## src/rtl/mem_block_mover_if.sv

```systemverilog
// mem_block_mover_if: command, status and byte-memory bus signals of the block mover
//   master modport : the mover (takes command + ReadData, drives memory bus + status)
//   slave modport  : command source / memory side
interface mem_block_mover_if #(
  parameter int ADDR_W = 8,
  parameter int DATA_W = 8
);
  logic              Start;
  logic              Mode;
  logic [ADDR_W-1:0] SrcAddr;
  logic [ADDR_W-1:0] DstAddr;
  logic [ADDR_W:0]   Length;
  logic [DATA_W-1:0] FillData;
  logic [DATA_W-1:0] ReadData;
  logic [ADDR_W-1:0] Address;
  logic [DATA_W-1:0] WriteData;
  logic              MemRead;
  logic              MemWrite;
  logic              Busy;
  logic              Done;
  logic [DATA_W-1:0] Checksum;
  modport master (
    input  Start, Mode, SrcAddr, DstAddr, Length, FillData, ReadData,
    output Address, WriteData, MemRead, MemWrite, Busy, Done, Checksum
  );
  modport slave (
    output Start, Mode, SrcAddr, DstAddr, Length, FillData, ReadData,
    input  Address, WriteData, MemRead, MemWrite, Busy, Done, Checksum
  );
endinterface

```

## src/rtl/mem_block_mover.sv

```systemverilog
// mem_block_mover: copies or fills a block of bytes in a single-port byte memory
//   Clk   : clock, all state on posedge
//   Reset : synchronous active-high reset
//   bus   : command (Start/Mode/SrcAddr/DstAddr/Length/FillData), memory bus
//           (Address/WriteData/MemRead/MemWrite/ReadData), status (Busy/Done/Checksum)
module mem_block_mover #(
  parameter int ADDR_W = 8,
  parameter int DATA_W = 8
) (
  input logic                Clk,
  input logic                Reset,
  mem_block_mover_if.master  bus
);
  typedef enum logic [1:0] {IDLE, RD, WR, FIN} state_t;
  state_t            st_q, st_d;
  logic [ADDR_W-1:0] src_q, src_d, dst_q, dst_d;
  logic [ADDR_W:0]   len_q, len_d, i_q, i_d, i_nx;
  logic              mode_q, mode_d;
  logic [DATA_W-1:0] fill_q, fill_d;
  logic [ADDR_W-1:0] addr_q, addr_d;
  logic [DATA_W-1:0] wdata_q, wdata_d;
  logic              rd_q, rd_d, wr_q, wr_d, busy_q, busy_d, done_q, done_d;
  logic [DATA_W-1:0] sum_q, sum_d;
  logic [ADDR_W-1:0] i_lo, nx_lo;
  assign i_nx  = i_q + (ADDR_W+1)'(1);
  assign i_lo  = i_q[ADDR_W-1:0];
  assign nx_lo = i_nx[ADDR_W-1:0];
  // Outputs are registered: each branch computes what the next state drives.
  // In copy mode wdata_q doubles as the read buffer, loaded from ReadData at the RD-ending edge.
  always_comb begin
    st_d    = st_q;
    src_d   = src_q;
    dst_d   = dst_q;
    len_d   = len_q;
    mode_d  = mode_q;
    fill_d  = fill_q;
    i_d     = i_q;
    sum_d   = sum_q;
    addr_d  = '0;
    wdata_d = '0;
    rd_d    = 1'b0;
    wr_d    = 1'b0;
    busy_d  = 1'b0;
    done_d  = 1'b0;
    case (st_q)
      IDLE: if (bus.Start) begin
        src_d  = bus.SrcAddr;
        dst_d  = bus.DstAddr;
        len_d  = bus.Length;
        mode_d = bus.Mode;
        fill_d = bus.FillData;
        i_d    = '0;
        sum_d  = '0;
        if (bus.Length == '0) begin
          st_d   = FIN;
          done_d = 1'b1;
        end else if (!bus.Mode) begin
          st_d   = RD;
          addr_d = bus.SrcAddr;
          rd_d   = 1'b1;
          busy_d = 1'b1;
        end else begin
          st_d    = WR;
          addr_d  = bus.DstAddr;
          wdata_d = bus.FillData;
          wr_d    = 1'b1;
          busy_d  = 1'b1;
        end
      end
      RD: begin
        st_d    = WR;
        addr_d  = dst_q + i_lo;
        wdata_d = bus.ReadData;
        wr_d    = 1'b1;
        busy_d  = 1'b1;
      end
      WR: begin
        sum_d = sum_q + wdata_q;
        i_d   = i_nx;
        if (i_nx == len_q) begin
          st_d   = FIN;
          done_d = 1'b1;
        end else if (!mode_q) begin
          st_d   = RD;
          addr_d = src_q + nx_lo;
          rd_d   = 1'b1;
          busy_d = 1'b1;
        end else begin
          st_d    = WR;
          addr_d  = dst_q + nx_lo;
          wdata_d = fill_q;
          wr_d    = 1'b1;
          busy_d  = 1'b1;
        end
      end
      FIN: st_d = IDLE;
    endcase
  end
  always_ff @(posedge Clk) begin
    if (Reset) begin
      st_q    <= IDLE;
      src_q   <= '0;
      dst_q   <= '0;
      len_q   <= '0;
      mode_q  <= 1'b0;
      fill_q  <= '0;
      i_q     <= '0;
      sum_q   <= '0;
      addr_q  <= '0;
      wdata_q <= '0;
      rd_q    <= 1'b0;
      wr_q    <= 1'b0;
      busy_q  <= 1'b0;
      done_q  <= 1'b0;
    end else begin
      st_q    <= st_d;
      src_q   <= src_d;
      dst_q   <= dst_d;
      len_q   <= len_d;
      mode_q  <= mode_d;
      fill_q  <= fill_d;
      i_q     <= i_d;
      sum_q   <= sum_d;
      addr_q  <= addr_d;
      wdata_q <= wdata_d;
      rd_q    <= rd_d;
      wr_q    <= wr_d;
      busy_q  <= busy_d;
      done_q  <= done_d;
    end
  end
  assign bus.Address   = addr_q;
  assign bus.WriteData = wdata_q;
  assign bus.MemRead   = rd_q;
  assign bus.MemWrite  = wr_q;
  assign bus.Busy      = busy_q;
  assign bus.Done      = done_q;
  assign bus.Checksum  = sum_q;
endmodule

```

## src/flat_wrapper.sv

```systemverilog
// flat-port wrapper written by rule: the top's interface ports become plain ports
module mem_block_mover_flat 
#(
  parameter int ADDR_W = 8,
  parameter int DATA_W = 8
)
  (Clk, Reset, bus_Start, bus_Mode, bus_SrcAddr, bus_DstAddr, bus_Length, bus_FillData, bus_ReadData, bus_Address, bus_WriteData, bus_MemRead, bus_MemWrite, bus_Busy, bus_Done, bus_Checksum);
  mem_block_mover_if #(.ADDR_W(ADDR_W), .DATA_W(DATA_W)) bus_i ();
  input logic Clk;
  input logic Reset;
  input wire logic [$bits(bus_i.Start)-1:0] bus_Start;
  input wire logic [$bits(bus_i.Mode)-1:0] bus_Mode;
  input wire logic [$bits(bus_i.SrcAddr)-1:0] bus_SrcAddr;
  input wire logic [$bits(bus_i.DstAddr)-1:0] bus_DstAddr;
  input wire logic [$bits(bus_i.Length)-1:0] bus_Length;
  input wire logic [$bits(bus_i.FillData)-1:0] bus_FillData;
  input wire logic [$bits(bus_i.ReadData)-1:0] bus_ReadData;
  output wire logic [$bits(bus_i.Address)-1:0] bus_Address;
  output wire logic [$bits(bus_i.WriteData)-1:0] bus_WriteData;
  output wire logic [$bits(bus_i.MemRead)-1:0] bus_MemRead;
  output wire logic [$bits(bus_i.MemWrite)-1:0] bus_MemWrite;
  output wire logic [$bits(bus_i.Busy)-1:0] bus_Busy;
  output wire logic [$bits(bus_i.Done)-1:0] bus_Done;
  output wire logic [$bits(bus_i.Checksum)-1:0] bus_Checksum;
  assign bus_i.Start = bus_Start;
  assign bus_i.Mode = bus_Mode;
  assign bus_i.SrcAddr = bus_SrcAddr;
  assign bus_i.DstAddr = bus_DstAddr;
  assign bus_i.Length = bus_Length;
  assign bus_i.FillData = bus_FillData;
  assign bus_i.ReadData = bus_ReadData;
  assign bus_Address = bus_i.Address;
  assign bus_WriteData = bus_i.WriteData;
  assign bus_MemRead = bus_i.MemRead;
  assign bus_MemWrite = bus_i.MemWrite;
  assign bus_Busy = bus_i.Busy;
  assign bus_Done = bus_i.Done;
  assign bus_Checksum = bus_i.Checksum;
  mem_block_mover #(.ADDR_W(ADDR_W), .DATA_W(DATA_W)) u_core (.Clk(Clk), .Reset(Reset), .bus(bus_i));
endmodule
```

## config.mk

```make
export PLATFORM = sky130hd
export DESIGN_NAME = mem_block_mover_flat
export DESIGN_NICKNAME = d
export VERILOG_FILES = /design/src/rtl/mem_block_mover_if.sv /design/src/rtl/mem_block_mover.sv /design/src/flat_wrapper.sv
export SDC_FILE = /design/constraint.sdc
export NUM_CORES = 1
export LEC_CHECK = 0
export ABC_AREA = 1
export BUFFER_PORTS_ARGS = -buffer_cell sky130_fd_sc_hd__buf_4
export CORE_ASPECT_RATIO = 1.4
export CORE_MARGIN = 1.5
export CORE_UTILIZATION = 40
export DETAILED_ROUTE_END_ITERATION = 10
export SLEW_MARGIN = 20
export SYNTH_ARGS = -nofsm -noshare
export SYNTH_HDL_FRONTEND = slang
export SYNTH_SLANG_ARGS = --single-unit
```

## constraint.sdc

```tcl
create_clock -name Clk -period 2.5 [get_ports Clk]
set_input_delay 0.125 -clock Clk [delete_from_list [all_inputs] [get_ports Clk]]
set_output_delay 0.125 -clock Clk [all_outputs]
set_load 0.02 [all_outputs]
```

==> metrics.md, run 1 <==
| Metric | Value |
|---|---|
| Critical Path Source Type | `register` |
| Data required time of the worst path | `2.71 ns` |
| Post-DR wirelength/cell | `14.8 um` |
| Die W | `90.3 um` |
| Tot GR Track Use | `22.6%` |
| Vias | `4,386` |
| Sequential Area | `0.00147 sq mm` |
| Yosys cell types | `37` |
| Critical path class | `register to register` |
| Die area | `0.0113 sq mm` |
| Yosys warnings | `0` |
| TritonRoute pass-1 iters | `6` |
| IO Port Bufs | `72` |
| Pint | `2290 uW` |
| Core ar. | `0.0104 sq mm` |
| Sequential fraction of design power | `39.7%` |
| Setup_tns | `0 ns` |
| Total global routing overflow | `0` |
| Fmax | `440 MHz` |
| Final hold violations | `0` |
| H-tree depth | `3` |
| Largest net degree at the start of global routing | `39` |
| Initial antenna violation count | `0` |
| Switch Pwr | `1010 uW` |
| Status | `finished clean` |
| Worst rel slew slack | `37.6%` |
| Post-Synthesis Cells | `630` |
| Final setup margin | `0.226 ns` |
| Total CTS buffers | `9` |
| Area of the multi-input gates | `0.00239 sq mm` |
| EDFF count, synth | `0` |
| DP Worst Slack | `0.132 ns` |
| Fill count | `1,031` |
| Biggest cell delay along the critical path | `0.49 ns` |
| Most common cell in the netlist | `nand2_1` |
| Placer Congestion | `0.913` |
| Yosys top cell area share | `34.2%` |
| Number of setup buffers added after CTS | `0` |
| Ys flop type | `dfxtp_1` |
| Sequential-to-total area share from yosys stat | `34.2%` |
| Slowest cell on crit path | `dfxtp_1` |
| Peak VDD IR | `0.362 mV` |
| CP endpoint kind | `register` |
| CTS tree | `done` |
| Setup violations, final | `0` |
| Hold slack | `0.0407 ns` |
| Gr busiest metal | `met2` |
| Share of layout cells above drive strength 1 | `17.3%` |
| Routed WL | `12,500 um` |
| Worst slew pin tran | `0.934 ns` |
| Hpwl dp | `9110 um` |
| Met3 Use GR | `4.50%` |
| Initial DRC count | `260` |
| Mapped Avg Cell Area | `6.78 sq um` |
| Arrival time worst endpoint | `2.48 ns` |
| P&R area growth vs syn | `23.5%` |
| Final period util | `91.0%` |
| Max-slew violations | `0` |
| First-pass GRT wire length | `20,200 um` |
| Synthesized cell area | `0.00427 sq mm` |
| Root buffer cell | `clkbuf_16` |
| Clk pwr share | `40.0%` |
| Logic pwr share | `20.3%` |
| Clk buf depth | `2` |
| # IOs | `73` |
| Clock Skews | `0.0106 ns` |
| Cell Chain, Critical Path | `nand3_1, nand2_1, nand2_1, ha_1, inv_1, o21ai_0, inv_1, nand2_1, xor2_1, inv_1, nand3_1, a21oi_1` |
| Num rows | `44` |
| Worst-path clk slew | `0.06 ns` |
| Die H | `125 um` |
| Switching share of power | `30.6%` |
| Routed Antenna Nets | `0` |
| Vias in the first global route | `4,130` |
| Hold Crit Class | `input pin to register` |
| Worst-Skew Late Latency | `0.34 ns` |
| Power per Cell Area | `627 mW/mm^2` |
| Synth top area cells | `dfxtp_1 34%, nand2_1 12%, a21oi_1 9.3%` |
| # Max-Cap Violations | `0` |
| DRC Markers | `0` |
| Clock net sink count | `73` |
| Met1 Usage GRT | `27.3%` |
| Initial Utilization | `41.0%` |
| Max FO, Critical Path | `8` |
| Period minus WS final | `2.27 ns` |
| Most frequent cells after synthesis | `136 x nand2_1, 83 x inv_1, 79 x a21oi_1` |
| Static leakage power | `0.00247 uW` |
| Grt met2 use | `39.1%` |
| Yosys reg bits | `73` |
| RSZ-0062 raised after global routing | `no` |
| FFs w/ async S/R, synth | `0%` |
| Final nets | `772` |
| Synth area leader | `dfxtp_1` |
| Mean number of vias per cell | `5.19` |
| ANT cells | `0` |
| Syn Nets | `700` |
-- worst max-delay path: cells and delay by family, from the launching register on --
kind                       cells  cell delay [ns]
AOI/OAI and AO/OA              2             0.30
buffers and inverters          3             0.20
xor gates and xnor gates       1             0.19
DFF                            1             0.49
adders and majority gates      1             0.37
and+or+nand+nor                5             0.60
-- registers in the layout, indices dropped and copies added, names as in the netlist, 2 cells and up --
| register | cells |
|---|---|
| u_core.len_q | 9 |
| u_core.bus.WriteData | 8 |
| u_core.bus.Address | 8 |
| u_core.dst_q | 8 |
| u_core.i_q | 9 |
| u_core.st_q | 2 |
| u_core.src_q | 8 |
| u_core.bus.Checksum | 8 |
| u_core.fill_q | 8 |
-- metrics by stage --
stage / utilization, % / instances / instance area (sq um) / power [uW]
3_3_place_gp: 47.7 / 829 / 4960 / 2000
4_1_cts: 50.6 / 845 / 5270 / 3320
2_1_floorplan: - / 630 / 4270 / 1750
3_5_place_dp: 47.7 / 829 / 4960 / 2000
5_1_grt: 50.7 / 845 / 5270 / 3460
6_report: 50.7 / 845 / 5270 / 3310
-- power by group through the flow --
stage / registers, uW / logic, uW / clock network, uW
after global placement: 1340 / 660 / 0
after detailed placement: 1340 / 663 / 0
after global routing: 1320 / 741 / 1390
final: 1310 / 669 / 1320
after floorplan: 1350 / 394 / 0
after CTS: 1310 / 668 / 1340
-- kinds of logic after synthesis --
group | share of synthesized area (%)
AOI/OAI and AO/OA | 20.3
xor gates and xnor gates | 1.23
adders and majority gates | 7.85
buffers and inverters | 9.85
DFF | 34.2
and+or+nand+nor | 26.5
-- per-layer routing --
metal / share of wire, % / vias to the layer above
li1: - / 2221
met5: 0 / -
met4: 1.6 / 0
met1: 44 / 2035
met3: 5.0 / 17
met2: 50 / 113
-- worst paths after layout --
check / startpoint / slack [ns] / end / cells past startpoint
setup / recovery: u_core.i_q[2] / 0.23 / u_core.bus.Address[4] / 12
hold / removal: bus_SrcAddr[0] / 0.04 / u_core.src_q[0] / 3
setup reg to reg: u_core.i_q[2] / 0.23 / u_core.bus.Address[4] / 12
hold reg to reg: u_core.len_q[0] / 0.47 / u_core.len_q[0] / 2
-- placed cells by master (no fill, tap or decap), types with 3 or more instances in the layout --
| cell | n |
|---|---|
| nand2_1 | 136 |
| inv_1 | 83 |
| buf_4 | 83 |
| a21oi_1 | 79 |
| dfxtp_1 | 70 |
| o21ai_0 | 55 |
| nand3_1 | 50 |
| nor2_1 | 46 |
| ha_1 | 21 |
| clkbuf_16 | 9 |
| a22o_1 | 8 |
| nor2_2 | 7 |
| nand4_1 | 6 |
| nand2_2 | 4 |
| xor2_1 | 4 |
| nor2_4 | 3 |
| nand3b_1 | 3 |
| o21a_1 | 3 |
| o22ai_1 | 3 |
| a21o_1 | 3 |
| fa_1 | 3 |
| dfxtp_2 | 3 |
-- repair_timing --
action / CTS / global route
hold buffers: 0 / 0
endpoints found under the setup margin: 0 / 2
gates resized for setup: 0 / 4
-- layout make-up --
cell class	count	share of cell area (%)
Timing Repair Buffer	83	11.8
Sequential cell	73	27.8
Clock inverter	7	1.47
Multi-Input combinational cell	450	45.3
Tap cell	138	3.27
Inverter	85	6.05
Clock buffer	9	4.27
No activity file was read; power rests on OpenSTA's default activity.
==> run 2, diff against run 1 <==
--- a/config.mk
+++ b/config.mk
@@ -11,6 +11,7 @@
 export CORE_MARGIN = 1.5
 export CORE_UTILIZATION = 40
 export DETAILED_ROUTE_END_ITERATION = 10
+export RECOVER_POWER = 25
 export SLEW_MARGIN = 20
 export SYNTH_ARGS = -nofsm -noshare
 export SYNTH_HDL_FRONTEND = slang
==> run 2 against run 1 <==
Compared with the run above: sequential power about the same; design area decreased by 1.8%; flip-flop and latch count unchanged; global-route usage unchanged.
==> metrics.md, run 2 (same netlist as run 1, synthesis figures left out) <==
| Metric | Value |
|---|---|
| R2R Setup Slk | `0.23 ns (about the same)` |
| Power per Cell Area | `634 mW/mm^2 (was 627 mW/mm^2)` |
| TritonRoute pass-1 iters | `5 (was 6)` |
| Clk buf depth | `2 (unchanged)` |
| Die area | `0.0113 sq mm (unchanged)` |
| Most frequent cells in the layout | `136 x nand2_1, 83 x inv_1, 79 x a21oi_1 (was 136 x nand2_1, 83 x inv_1, 83 x buf_4)` |
| Die W | `90.3 um (unchanged)` |
| FF-to-FF End | `u_core.bus.Address[4] (unchanged)` |
| Worst slew pin tran | `0.960 ns (was 0.934 ns)` |
| Placed Area | `0.00496 sq mm (unchanged)` |
| # Max-Cap Violations | `0 (unchanged)` |
| Num rows | `44 (unchanged)` |
| Period minus WS final | `2.27 ns (about the same)` |
| Gr busiest metal | `met2 (unchanged)` |
| Critical R2R Launch | `u_core.i_q[2] (unchanged)` |
| Initial DRC count | `249 (was 260)` |
| Crit path max-delay family | `simple AND/OR/NAND/NOR gates (unchanged)` |
| Grt met2 use | `39.1% (unchanged)` |
| Hold Crit Class | `input pin to register (unchanged)` |
| Met1 Usage GRT | `27.3% (unchanged)` |
| ANT cells | `0 (unchanged)` |
| CTS tree | `done (unchanged)` |
| Final period util | `91.0% (about the same)` |
| Status | `finished clean (unchanged)` |
| IO Port Bufs | `72 (unchanged)` |
| Final nets | `772 (unchanged)` |
| Post-DR wirelength/cell | `14.8 um (about the same)` |
| Met3 Use GR | `4.50% (unchanged)` |
| Worst-Skew Late Latency | `0.34 ns (about the same)` |
| Final setup margin | `0.225 ns (was 0.226 ns)` |
| Design area | `0.00518 sq mm (was 0.00527 sq mm)` |
| Worst setup endpoint | `u_core.bus.Address[4] (unchanged)` |
| Largest net degree at the start of global routing | `39 (unchanged)` |
| Slowest cell on crit path | `dfxtp_1 (unchanged)` |
| P&R area growth vs syn | `21.3% (was 23.5%)` |
| Commonest non-fill, non-tap cell in the layout | `nand2_1 (unchanged)` |
| Post-CTS Resized | `0 (unchanged)` |
| Fmax | `440 MHz (about the same)` |
| Top Registers | `u_core.i_q: 9 flops, u_core.len_q: 9 flops (unchanged)` |
| Setup_tns | `0 ns (unchanged)` |
| # IOs | `73 (unchanged)` |
| Stages on the worst setup path | `12 (unchanged)` |
| Total CTS buffers | `9 (unchanged)` |
| Clock Skews | `0.00978 ns (was 0.0106 ns)` |
| Reg2Reg Depth | `12 (unchanged)` |
| Biggest cell delay along the critical path | `0.49 ns (about the same)` |
| DRC Markers | `0 (unchanged)` |
| Share of layout cells above drive strength 1 | `13.7% (was 17.3%)` |
| CP endpoint kind | `register (unchanged)` |
| Worst rel slew slack | `35.9% (was 37.6%)` |
| Total global routing overflow | `0 (unchanged)` |
| Core ar. | `0.0104 sq mm (unchanged)` |
| Initial Utilization | `41.0% (unchanged)` |
| Initial antenna violation count | `0 (unchanged)` |
| Critical Path Source Type | `register (unchanged)` |
| Hpwl dp | `9110 um (unchanged)` |
| Peak VDD IR | `0.351 mV (was 0.362 mV)` |
| Power Total | `3280 uW (was 3310 uW)` |
| Critical path class | `register to register (unchanged)` |
| First-pass GRT wire length | `20,200 um (unchanged)` |
| Worst-path clk slew | `0.06 ns (about the same)` |
| Arrival time worst endpoint | `2.48 ns (about the same)` |
| Setup violations, final | `0 (unchanged)` |
| Vias | `4,368 (was 4,386)` |
| Clock net sink count | `73 (unchanged)` |
| Root buffer cell | `clkbuf_16 (unchanged)` |
| Cell Chain, Critical Path | `nand3_1, nand2_1, nand2_1, ha_1, inv_1, o21ai_0, inv_1, nand2_1, xor2_1, inv_1, nand3_1, a21oi_1 (unchanged)` |
| Cts hold-fix bufs | `0 (unchanged)` |
| Tot GR Track Use | `22.6% (unchanged)` |
| Vias in the first global route | `4,130 (unchanged)` |
| Data required time of the worst path | `2.71 ns (about the same)` |
| Max-slew violations | `0 (unchanged)` |
| Routed WL | `12,500 um (about the same)` |
| Static leakage power | `0.00237 uW (was 0.00247 uW)` |
| Placer Congestion | `0.913 (unchanged)` |
| Crit path buf inv count | `3 (unchanged)` |
| Routed Antenna Nets | `0 (unchanged)` |
| RSZ-0062 raised after global routing | `no (unchanged)` |
| Max FO, Critical Path | `8 (unchanged)` |
| Die H | `125 um (unchanged)` |
| Final hold violations | `0 (unchanged)` |
| CP Launch Point | `u_core.i_q[2] (unchanged)` |
| H-tree depth | `3 (unchanged)` |
| Number of setup buffers added after CTS | `0 (unchanged)` |
| DP Worst Slack | `0.132 ns (unchanged)` |
| Mean number of vias per cell | `5.17 (was 5.19)` |
-- run 2: how the worst min path moves through the flow --
stage / from / endpoint / slack [ns] / depth (start not counted)
2_1_floorplan: bus_SrcAddr[0] / u_core.src_q[0] / 0.27 / 2
3_3_place_gp: bus_SrcAddr[3] / u_core.src_q[3] / 0.38 / 3
3_5_place_dp: bus_SrcAddr[0] / u_core.src_q[0] / 0.39 / 3
4_1_cts: bus_SrcAddr[0] / u_core.src_q[0] / 0.03 / 3
5_1_grt: bus_SrcAddr[5] / u_core.src_q[5] / 0.05 / 3
6_report: bus_SrcAddr[1] / u_core.src_q[1] / 0.04 / 3
-- run 2: routing by layer --
| layer | part of all wire (%) | vias up |
|---|---|---|
| met3 | 4.9 | 17 |
| met1 | 44 | 2016 |
| li1 | - | 2219 |
| met4 | 1.7 | 0 |
| met2 | 50 | 116 |
| met5 | 0 | - |
-- run 2: stage by stage --
step           util [%]  cells  hold WS, ns
2_1_floorplan         -    630        0.268
3_3_place_gp       47.7    829        0.377
4_1_cts            50.6    845       0.0325
6_report           49.8    845       0.0412
3_5_place_dp       47.7    829        0.386
5_1_grt            49.8    845       0.0481
-- run 2: final cells by class --
cell class,count,area (sq um)
fillers,1052,5230
well taps,138,173
repair buffers,83,529
clock inverters,7,77.6
clock buffers,9,225
multi-input cells,450,2390
flip-flops and latches,73,1470
inverters,85,319
-- run 2: power breakdown --
group	internal, uW	switching (uW)	leakage (uW)	total [uW]
combinational	238	412	0.00162	650
sequential	1250	57.7	0.000601	1310
clock	781	538	0.000146	1320
total	2270	1010	0.00237	3280
-- run 2: worst min-delay path: cells and delay by family --
kind,cells,cell delay (ns)
buf+inv,2,0.12
compound gates,1,0.10
==> run 3, diff against run 2 <==
--- a/config.mk
+++ b/config.mk
@@ -11,7 +11,7 @@
 export CORE_MARGIN = 1.5
 export CORE_UTILIZATION = 40
 export DETAILED_ROUTE_END_ITERATION = 10
-export RECOVER_POWER = 25
+export RECOVER_POWER = 100
 export SLEW_MARGIN = 20
 export SYNTH_ARGS = -nofsm -noshare
 export SYNTH_HDL_FRONTEND = slang
==> run 3 against run 2 <==
Compared with the run above: power is 0.19% lower; design area is 0.70% lower; sequential power hardly changed; final cell count stayed put; worst setup slack worse by 0.0038 ns; largest power group unchanged; routed wire length is 0.27% higher; combinational power is 2% lower; highest routed layer unchanged; global-route usage stayed put; worst hold slack worse by 0.00085 ns; sequential share of layout area is 0.20 points higher; critical path depth is 2 higher.
==> metrics.md, run 3 (same netlist as run 1, synthesis figures left out) <==
| Metric | Value |
|---|---|
| IO Port Bufs | `72 (unchanged)` |
| Fill count | `1,064 (was 1,052)` |
| Max-slew violations | `0 (unchanged)` |
| Vias in the first global route | `4,130 (unchanged)` |
| Worst-Skew Late Latency | `0.34 ns (about the same)` |
| Initial antenna violation count | `0 (unchanged)` |
| Switch Pwr | `1010 uW (about the same)` |
| Mean number of vias per cell | `5.19 (was 5.17)` |
| Critical R2R Launch | `u_core.i_q[1] (was u_core.i_q[2])` |
| Reg2Reg Depth | `14 (was 12)` |
| Largest net degree at the start of global routing | `39 (unchanged)` |
| Critical Path Source Type | `register (unchanged)` |
| Top Registers | `u_core.i_q: 9 flops, u_core.len_q: 9 flops (unchanged)` |
| Final period util | `91.1% (was 91.0%)` |
| Initial Utilization | `41.0% (unchanged)` |
| Critical path class | `register to register (unchanged)` |
| Post-DR wirelength/cell | `14.8 um (about the same)` |
| Power per Cell Area | `637 mW/mm^2 (was 634 mW/mm^2)` |
| Most frequent cells in the layout | `137 x nand2_1, 84 x inv_1, 79 x a21oi_1 (was 136 x nand2_1, 83 x inv_1, 79 x a21oi_1)` |
| Design area | `0.00514 sq mm (was 0.00518 sq mm)` |
| CTS tree | `done (unchanged)` |
| Total CTS buffers | `9 (unchanged)` |
| Placer Congestion | `0.913 (unchanged)` |
| First-pass GRT wire length | `20,200 um (unchanged)` |
| Switching share of power | `30.8% (was 30.7%)` |
| Worst slew pin tran | `0.948 ns (was 0.960 ns)` |
| Peak VDD IR | `0.352 mV (was 0.351 mV)` |
| Vias | `4,386 (was 4,368)` |
| Hold Crit Class | `input pin to register (unchanged)` |
| Routed Antenna Nets | `0 (unchanged)` |
| Status | `finished clean (unchanged)` |
| Period minus WS final | `2.28 ns (was 2.27 ns)` |
| Slowest cell on crit path | `dfxtp_2 (was dfxtp_1)` |
| CP Launch Point | `u_core.i_q[1] (was u_core.i_q[2])` |
| Final hold violations | `0 (unchanged)` |
| Hold slack | `0.0404 ns (was 0.0412 ns)` |
| Data required time of the worst path | `2.77 ns (was 2.71 ns)` |
| Clk pwr share | `40.4% (was 40.2%)` |
| Die area | `0.0113 sq mm (unchanged)` |
| Crit path max-delay family | `simple AND/OR/NAND/NOR gates (unchanged)` |
| Die W | `90.3 um (unchanged)` |
| Total global routing overflow | `0 (unchanged)` |
| Routed WL | `12,500 um (about the same)` |
| Post-CTS Resized | `0 (unchanged)` |
| Hpwl dp | `9110 um (unchanged)` |
| Fmax | `439 MHz (was 440 MHz)` |
| Number of setup buffers added after CTS | `0 (unchanged)` |
| Clock net sink count | `73 (unchanged)` |
| Static leakage power | `0.00235 uW (was 0.00237 uW)` |
| Initial DRC count | `256 (was 249)` |
| Root buffer cell | `clkbuf_16 (unchanged)` |
| TritonRoute pass-1 iters | `5 (unchanged)` |
| Share of layout cells above drive strength 1 | `12.3% (was 13.7%)` |
| Biggest cell delay along the critical path | `0.39 ns (was 0.49 ns)` |
| Setup_tns | `0 ns (unchanged)` |
| Worst-path clk slew | `0.06 ns (about the same)` |
| Die H | `125 um (unchanged)` |
| Worst rel slew slack | `36.7% (was 35.9%)` |
| Final setup margin | `0.222 ns (was 0.225 ns)` |
| Pint | `2270 uW (about the same)` |
| # Max-Cap Violations | `0 (unchanged)` |
| DRC Markers | `0 (unchanged)` |
| P&R area growth vs syn | `20.5% (was 21.3%)` |
| Cell Chain, Critical Path | `ha_2, nand2_2, nor2_2, nand2_1, nand2_1, ha_1, inv_1, o21ai_0, a21oi_1, nand2_1, nand2_1, nand2_1, nand3b_1, a21oi_1 (was nand3_1, nand2_1, nand2_1, ha_1, inv_1, o21ai_0, inv_1, nand2_1, xor2_1, inv_1, nand3_1, a21oi_1)` |
| Commonest non-fill, non-tap cell in the layout | `nand2_1 (unchanged)` |
| Placed Area | `0.00496 sq mm (unchanged)` |
| Setup violations, final | `0 (unchanged)` |
| Cts hold-fix bufs | `0 (unchanged)` |
| RSZ-0062 raised after global routing | `no (unchanged)` |
| Logic pwr share | `19.5% (was 19.8%)` |
| Tot GR Track Use | `22.6% (unchanged)` |
| Arrival time worst endpoint | `2.54 ns (was 2.48 ns)` |
| DP Worst Slack | `0.132 ns (unchanged)` |
| Final nets | `772 (unchanged)` |
| FF-to-FF End | `u_core.bus.Address[5] (was u_core.bus.Address[4])` |
| Most common cell on crit path | `nand2_1` |
| Clk buf depth | `2 (unchanged)` |
| Worst setup endpoint | `u_core.bus.Address[5] (was u_core.bus.Address[4])` |
| R2R Setup Slk | `0.22 ns (was 0.23 ns)` |
| Clock Skews | `0.00996 ns (was 0.00978 ns)` |
| Sequential fraction of design power | `40.1% (was 40.0%)` |
| H-tree depth | `3 (unchanged)` |
| # IOs | `73 (unchanged)` |
| Stages on the worst setup path | `14 (was 12)` |
| Crit path buf inv count | `1 (was 3)` |
| Max FO, Critical Path | `6 (was 8)` |
| CP endpoint kind | `register (unchanged)` |
| Num rows | `44 (unchanged)` |
| Core ar. | `0.0104 sq mm (unchanged)` |
| ANT cells | `0 (unchanged)` |
[run 3: cell types whose count changed in the layout (fill, tap and decap cells not counted), moves of 2 or more]
cell | previous run | this run
clkbuf_1 | 25 | 30
nor2_2 | 7 | 5
nor2_1 | 46 | 49
buf_4 | 58 | 52
[run 3: worst min path at each step]
stage                        start               to  slack, ns  depth (start not counted)
floorplan           bus_SrcAddr[0]  u_core.src_q[0]       0.27                          2
global placement    bus_SrcAddr[3]  u_core.src_q[3]       0.38                          3
detailed placement  bus_SrcAddr[0]  u_core.src_q[0]       0.39                          3
CTS                 bus_SrcAddr[0]  u_core.src_q[0]       0.03                          3
global route        bus_SrcAddr[5]  u_core.src_q[5]       0.05                          3
finish              bus_SrcAddr[0]  u_core.src_q[0]       0.04                          3
[run 3: through the flow]
stage                     total power, uW  instances  utilization [%]
after floorplan                      1750        630                -
after global placement               2000        829             47.7
after detailed placement             2000        829             47.7
after CTS                            3320        845             50.6
after global routing                 3430        845             49.4
final                                3280        845             49.4
[run 3: layout make-up]
class                           instances  area (sq um)  area share [%]
Tap cell                              138           173            3.36
Clock buffer                            9           225            4.38
Clock inverter                          7          77.6            1.51
Multi-Input combinational cell        450          2370            46.2
Inverter                               85           319            6.20
Timing Repair Buffer                   83           508            9.88
Sequential cell                        73          1470            28.5
[run 3: worst register-to-register path: cells and delay by family, from the launching register on]
kind / cells / cell delay, ns
and+or+nand+nor: 8 / 0.79
AOI/OAI and AO/OA: 3 / 0.44
DFF: 1 / 0.39
buffers and inverters: 1 / 0.10
adders and majority gates: 2 / 0.48
[run 3: power by group through the flow]
stage	sequential [uW]	combinational, uW	clock, uW
final	1310	640	1320
after global routing	1320	711	1390
after CTS	1310	668	1340
after detailed placement	1340	663	0
after global placement	1340	660	0
after floorplan	1350	394	0
[run 3: layer usage]
| metal | GRT usage [%] | wire (um) |
|---|---|---|
| met4 | 8.96 | 218 |
| met5 | 0 | 0 |
| met2 | 39.1 | 6160 |
| met3 | 4.50 | 632 |
| met1 | 27.3 | 5490 |
